--- src/rtl/regfile_sb.sv ---
// Register file with N combinational read ports and a per-register pending-write scoreboard.
// Define REGFILE_BYPASS_EN to forward same-cycle writeback data and busy to the read ports.
module regfile_sb #(
    parameter int DATA_W = 32,
    parameter int ADDR_W = 5,
    parameter int NREAD  = 2,
    parameter int PEND_W = 2
) (
    input  logic                      CLK,
    input  logic                      RST,
    input  logic [NREAD*ADDR_W-1:0]   Raddr,
    input  logic [NREAD-1:0]          Ruse,
    output logic [NREAD*DATA_W-1:0]   Rdata,
    output logic [NREAD-1:0]          Rbusy,
    output logic                      Stall,
    input  logic                      Rsv_valid,
    input  logic [ADDR_W-1:0]         Rsv_addr,
    output logic                      Rsv_ready,
    input  logic                      We,
    input  logic [ADDR_W-1:0]         Waddr,
    input  logic [DATA_W-1:0]         Wdata
);

    localparam int DEPTH = 2 ** ADDR_W;

    logic [DATA_W-1:0] regs [DEPTH];
    logic [PEND_W-1:0] pc   [DEPTH];
    logic [DEPTH-1:0]  inc;
    logic [DEPTH-1:0]  dec;

    for (genvar k = 0; k < NREAD; k++) begin : g_rd
        logic [ADDR_W-1:0] a;
        assign a = Raddr[k*ADDR_W +: ADDR_W];
`ifdef REGFILE_BYPASS_EN
        logic hit;
        assign hit = We && (Waddr == a) && (a != '0);
        // A write landing this cycle retires one producer, so only the remaining ones count.
        assign Rdata[k*DATA_W +: DATA_W] = (a == '0) ? '0 : (hit ? Wdata : regs[a]);
        assign Rbusy[k] = (a == '0) ? 1'b0 : (hit ? (pc[a] > PEND_W'(1)) : (pc[a] != '0));
`else
        assign Rdata[k*DATA_W +: DATA_W] = (a == '0) ? '0 : regs[a];
        assign Rbusy[k] = (a == '0) ? 1'b0 : (pc[a] != '0);
`endif
    end

    assign Stall = |(Ruse & Rbusy);

    // A saturated counter can still take a reservation if a writeback frees a slot this cycle.
    assign Rsv_ready = (pc[Rsv_addr] != '1) || (We && (Waddr == Rsv_addr));

    always_comb begin
        inc = '0;
        dec = '0;
        for (int r = 1; r < DEPTH; r++) begin
            inc[r] = Rsv_valid && Rsv_ready && (Rsv_addr == ADDR_W'(r));
            dec[r] = We && (Waddr == ADDR_W'(r)) && (pc[r] != '0);
        end
    end

    always_ff @(posedge CLK) begin
        if (RST) begin
            for (int r = 0; r < DEPTH; r++) begin
                regs[r] <= '0;
                pc[r]   <= '0;
            end
        end else begin
            if (We && (Waddr != '0)) begin
                regs[Waddr] <= Wdata;
            end
            for (int r = 1; r < DEPTH; r++) begin
                if (inc[r] && !dec[r]) begin
                    pc[r] <= pc[r] + PEND_W'(1);
                end else if (dec[r] && !inc[r]) begin
                    pc[r] <= pc[r] - PEND_W'(1);
                end
            end
        end
    end

endmodule
--- config.mk ---
export PLATFORM = sky130hd
export DESIGN_NAME = regfile_sb
export DESIGN_NICKNAME = d
export VERILOG_FILES = /design/src/rtl/regfile_sb.sv
export SDC_FILE = /design/constraint.sdc
export NUM_CORES = 2
export LEC_CHECK = 0
export BUFFER_PORTS_ARGS = -buffer_cell sky130_fd_sc_hd__buf_4
export CAP_MARGIN = 20
export CORE_ASPECT_RATIO = 0.7
export CORE_MARGIN = 8
export CORE_UTILIZATION = 64
export CTS_CLUSTER_DIAMETER = 40
export DETAILED_ROUTE_END_ITERATION = 16
export PLACE_DENSITY = 0.81
export REMOVE_ABC_BUFFERS = 1
export SYNTH_ARGS = -nofsm -noshare
export SYNTH_HDL_FRONTEND = slang
export SYNTH_SLANG_ARGS = --single-unit
--- constraint.sdc ---
create_clock -name CLK -period 3.6 [get_ports CLK]
set_input_delay 0.36 -clock CLK [delete_from_list [all_inputs] [get_ports CLK]]
set_output_delay 0.36 -clock CLK [all_outputs]
set_load 0.01 [all_outputs]
==> After elaboration in Yosys (flattened, before gate mapping) <==
Memory sizes are Yosys's and may differ from the RTL's.
Cells that the tools add are included.
{ "classes": {"n_reduce_logical": 259, "n_eq_ne": 64, "bitwise_logic": 63, "mux": 291, "n_shift": 0, "mul": 0, "div": 0, "n_lt_le_gt_ge": 0, "n_addsub": 62} }
{ "ops": {"columns": ["operator", "count"], "rows": [
  ["2-to-1 mux 1 bit", 225],
  ["== test 5 bit, second input constant", 32],
  ["logical AND 1 bit", 158],
  ["2-to-1 mux 2 bit", 62],
  ["2-to-1 mux 32 bit", 3],
  ["== test 5 x 4 -> 1 bit, second input constant", 16],
  ["nonzero test 2 bit", 33],
  ["adder 2 x 1 -> 2 bit, second input constant", 31],
  ["zero test 1 bit", 62],
  ["OR 1 bit", 62],
  ["subtractor 2 x 1 -> 2 bit, second input constant", 31],
  ["== test 5 x 3 -> 1 bit, second input constant", 8],
  ["OR reduction 32 bit", 1],
  ["== test 5 x 2 -> 1 bit, second input constant", 4],
  ["== test 5 x 1 -> 1 bit, second input constant", 2],
  ["zero test 5 bit", 2],
  ["== test 5 bit", 1],
  ["2-to-1 mux 5 bit", 1],
  ["nonzero test 5 bit", 1],
  ["bitwise AND 2 bit", 1],
  ["inequality test 2 bit, second input constant", 1],
  ["OR reduction 2 bit", 1],
  ["logical OR 1 bit", 1]
]} }
{ "totals": {"mem_bits_ro": 0, "wordCells": 741, "memories": 2, "output_inout_bits": 68, "ff_bits": 0, "latchBits": 0, "inputBits": 58, "mem_bits_rw": 1088} }
{ "mem_list": {"columns": ["name", "depth", "word_bits", "read_ports", "rd_clocked_by_memory_dff", "write_ports", "line", "source"], "rows": [
  ["regs", 32, 32, 2, 0, 32, "26", "logic [DATA_W-1:0] regs [DEPTH];"],
  ["pc", 32, 2, 34, 0, 32, "27", "logic [PEND_W-1:0] pc [DEPTH];"]
]} }

==> Logic depth before layout (Yosys ltp) <==
{ "logic_depth": {"depth_word": 12, "ltp_mapped": 10, "mapped_depth_nobuf": 7} }

==> Least setup slack after synthesis <==
No wires, ideal clock.
{ "synth_path": {"kind": "input port to output port", "start": "in Raddr[5]", "end": "out Rdata[60]", "path_slack_ps": 756, "path_stages": 7, "arrival_time_ps": 2484, "n_path_buf": 3, "cell_sequence": "buf_2 > buf_2 > buf_1 > mux4_2 > mux4_2 > mux2i_1 > nor2_1"} }
{ "synth_via": {"elab_chain_len": 2, "elab_cells_between_ends": 3, "cone_classes": "mux (1); reduce/logical (1); memory (1)"} }
{ "synth_lines": {"columns": ["element", "line", "source"], "rows": [
  ["from (decl)", "11", "input logic [NREAD*ADDR_W-1:0] Raddr,"],
  ["memory read (32 x 32 bit) or zero test 5 bit (tied branches)", null, null],
  ["2-to-1 mux 32 bit *", "41", "assign Rdata[k*DATA_W +: DATA_W] = (a == '0) ? '0 : regs[a];"],
  ["to (decl)", "13", "output logic [NREAD*DATA_W-1:0] Rdata,"]
]} }
Mark *: on every way between the ends. The rest lies on a longest branch, timed or not.

==> summary.md <==
| Metric | Value |
|---|---|
| DR WL/cell | `36.1 um` |
| Post-CTS Setup Bufs | `0` |
| Crit path buffers/inverters | `1` |
| RSZ-0062 raised after global routing | `no` |
| Hold Path Origin | `RST` |
| Largest net degree at the start of global routing | `69` |
| Area of the multi-input gates | `0.0260 mm2` |
| Reg2reg end | `pc[29][1]` |
| Post-Route Utilization | `0.726` |
| Hold/Removal Path Class | `input pin to flip-flop` |
| Final Cycle Share | `0.933` |
| P&R area growth vs syn | `13.3%` |
| R2R setup slack | `0.71 ns` |
| Total I/O pin count | `around 130` |
| Leakage | `23.3 nW` |
| Final antenna-violating net count | `0` |
| Register area share after synthesis | `0.545` |
| Post-cts sizing count | `0` |
| Worst-Skew Late Latency | `0.76 ns` |
| CTS Buffer Depth | `3` |
| Delay-heaviest family, CP | `multiplexers` |
| Vias after detailed routing | `39900` |
| Inserted Clock Buffers | `130` |
| Final instance area | `0.0678 mm2` |
| CP arrival | `3.00 ns` |
| Max Cap Viol | `0` |
| Global-route wire length before repair | `276000 um` |
| Crit path cell chain | `nor2_1, mux4_2, mux4_2, a21oi_1, a22o_1, buf_4` |
| Starting Density | `0.641` |
| Sink Count | `around 1100` |
| Worst Hold End | `regs[0][1]` |
| Layout cells sized above 1 | `0.305` |
| FMAX | `slightly below 300 MHz` |
| CP max stage cell | `mux4_2` |
| Std cell rows | `94` |
| Setup TNS Final | `0 ns` |
| Total wire length | `191000 um` |
| Top-area cell type share of the netlist area | `0.545` |
| Global route overflow | `0` |
| Total GRT Usage | `0.367` |
| Post-synth ARST share | `0` |
| Post-synthesis cell area | `~0.060 mm2` |
| Total Die Area | `0.104 mm2` |
| Cell repeated most along the worst path | `mux4_2` |
| Worst r2r path cells | `8` |
| Clock Pin Slew Worst Setup and Hold Paths | `0.06 ns` |
| Crit. End Element | `output port` |
| Drt first-iter violations | `between 7000 and 8000` |
| Number of nets in the layout | `3999` |
| Syn Inst Count | `3881` |
| Slew HR | `0.329` |
| Clock Skew | `about 0.018 ns` |
| Warnings, synthesis | `0` |
| FF+latch count, synth | `1086` |
| RD Place Congestion | `0.929` |
| # port buffers | `125` |
| Cell variety after synth | `59` |
| Number of flops mapped to enable cells by yosys | `1086` |
| Largest cells by area after synthesis | `edfxtp_1 54%, mux4_2 25%, and2_1 10%, clkbuf_1 1.9%, mux2i_1 1.2%` |
| CTS H-Tree Depth | `4` |
| Min cycle time layout | `3.36 ns` |
| Most common cell after layout, fill and taps aside | `edfxtp_1` |
| Number of fill cells | `5551` |
| Final setup viols | `0` |
| WS Path Type | `flip-flop to output port` |
| Worst vdd ir | `0.000496 V` |
| Register area | `0.0326 mm2` |
| Vias/cell | `approximately 7.5` |
| Syn Area/Cell | `15.4 um2` |
| Number of cells on the worst hold path | `1` |
| Req. time, crit path | `about 3.2 ns` |
| Pwr/cell area | `slightly below 500 mW/mm2` |
| Crit path max fanout | `7` |
| Outcome | `completed` |
| DRC violations left | `0` |
| Root buffer cell | `clkbuf_16` |
| Critical R2R Launch | `pc[20][0]` |
| Hold_buf cts | `0` |
| Setup crit start kind | `flip-flop` |
| Final hold vios | `0` |
| Worst path max stage delay | `around 0.52 ns` |
| Leading cell types in the layout, fill and taps excluded | `1086 x edfxtp_1, 1001 x and2_1, 658 x mux4_2` |
| Worst-margin pin slew | `1.01 ns` |
| Ys flop type | `edfxtp_1` |
| Final slew viol count | `0` |
| Pre-Repair DR Iteration Count | `6` |
| Initial antenna violation count | `10` |
| Power Total | `33.2 mW` |
| Area after DPL | `0.0632 mm2` |
| CTS tree | `done` |
| Chip Width | `roughly 380 um` |
| HPWL after detailed placement | `110000 um` |
| Core Area | `0.0934 mm2` |
| Vias in the first global route | `39400` |
| Die height | `272 um` |
| Post-synth top area cell | `edfxtp_1` |
## per-stage QoR
| step | setup WS, ns | instances | hold slack, ns |
|---|---|---|---|
| 2_1_floorplan | 0.191 | 3513 | 0.472 |
| 3_3_place_gp | 0.504 | 5053 | 0.574 |
| 3_5_place_dp | 0.496 | 5054 | 0.588 |
| 4_1_cts | 0.0127 | 5288 | 0.0668 |
| 5_1_grt | 0.124 | 5291 | 0.109 |
| 6_report | 0.241 | 5296 | 0.106 |
## where the power goes
part	switching (mW)	internal (mW)	total, mW
Clock	5.45	8.58	14.0
Combinational	2.16	1.92	4.08
Sequential	0.440	14.6	15.1
## worst register-to-register path, cell delays in order (launching register included)
cell and delay (ns):
edfxtp_1 0.44, nand2_1 0.19, mux4_2 0.50, o211ai_1 0.18, nand4_1 0.27, buf_4 0.28
and4_1 0.22, a2111oi_0 0.41, a311oi_1 0.13
## cells in the mapped netlist (28+ instances only)
master / instances
clkbuf_1: 309
mux4_2: 658
nand2_1: 60
buf_1: 55
and2_1: 1001
mux2i_1: 73
nand3_1: 37
nor3_1: 50
buf_2: 30
nand2b_1: 36
nor2_1: 181
or2_2: 28
edfxtp_1: 1086
## layer usage
| layer | global-route usage | vias to the layer above | wire length [um] |
|---|---|---|---|
| met1 | 0.495 | 20000 | 63400 |
| met5 | 0 | - | 34 |
| met2 | 0.542 | 4072 | 85200 |
| met3 | 0.129 | 693 | 32700 |
| met4 | 0.171 | 4 | 9840 |
| li1 | - | 15100 | - |
## state kept, by name, summed over array words and instances, names as in the netlist
register,flops
regs,1024
pc,62
## cell families after synthesis
kind of cell / count (synthesis) / synth area share
flops: 1086 / 0.545
compound gates: 102 / 0.0117
other cells: 1 / 0.0000626
fa+ha+maj: 1 / 0.000209
xor+xnor: 50 / 0.00732
mux: 731 / 0.260
buf+inv: 402 / 0.0263
simple gates: 1508 / 0.150
## worst max path at each step
stage,depth (start not counted),endpoint,from,slack (ns)
global route,6,Stall,pc[29][0],0.12
global placement,7,Rdata[59],Raddr[5],0.50
CTS,7,Rsv_ready,pc[5][1],0.01
finish,6,Stall,pc[29][0],0.24
floorplan,5,regs[16][0],Waddr[4],0.19
detailed placement,7,Rdata[59],Raddr[5],0.50
## area by class of cell
| type | instances | share of cell area |
|---|---|---|
| Sequential cell | 1086 | 0.481 |
| Multi-Input combinational cell | 2424 | 0.384 |
| Clock buffer | 157 | 0.0529 |
| Timing Repair Buffer | 295 | 0.0447 |
| Tap cell | 1248 | 0.0230 |
| Clock inverter | 77 | 0.0142 |
| Antenna cell | 6 | 0.000221 |
| Inverter | 3 | 0.000166 |
(Power assumes the default switching activity.)
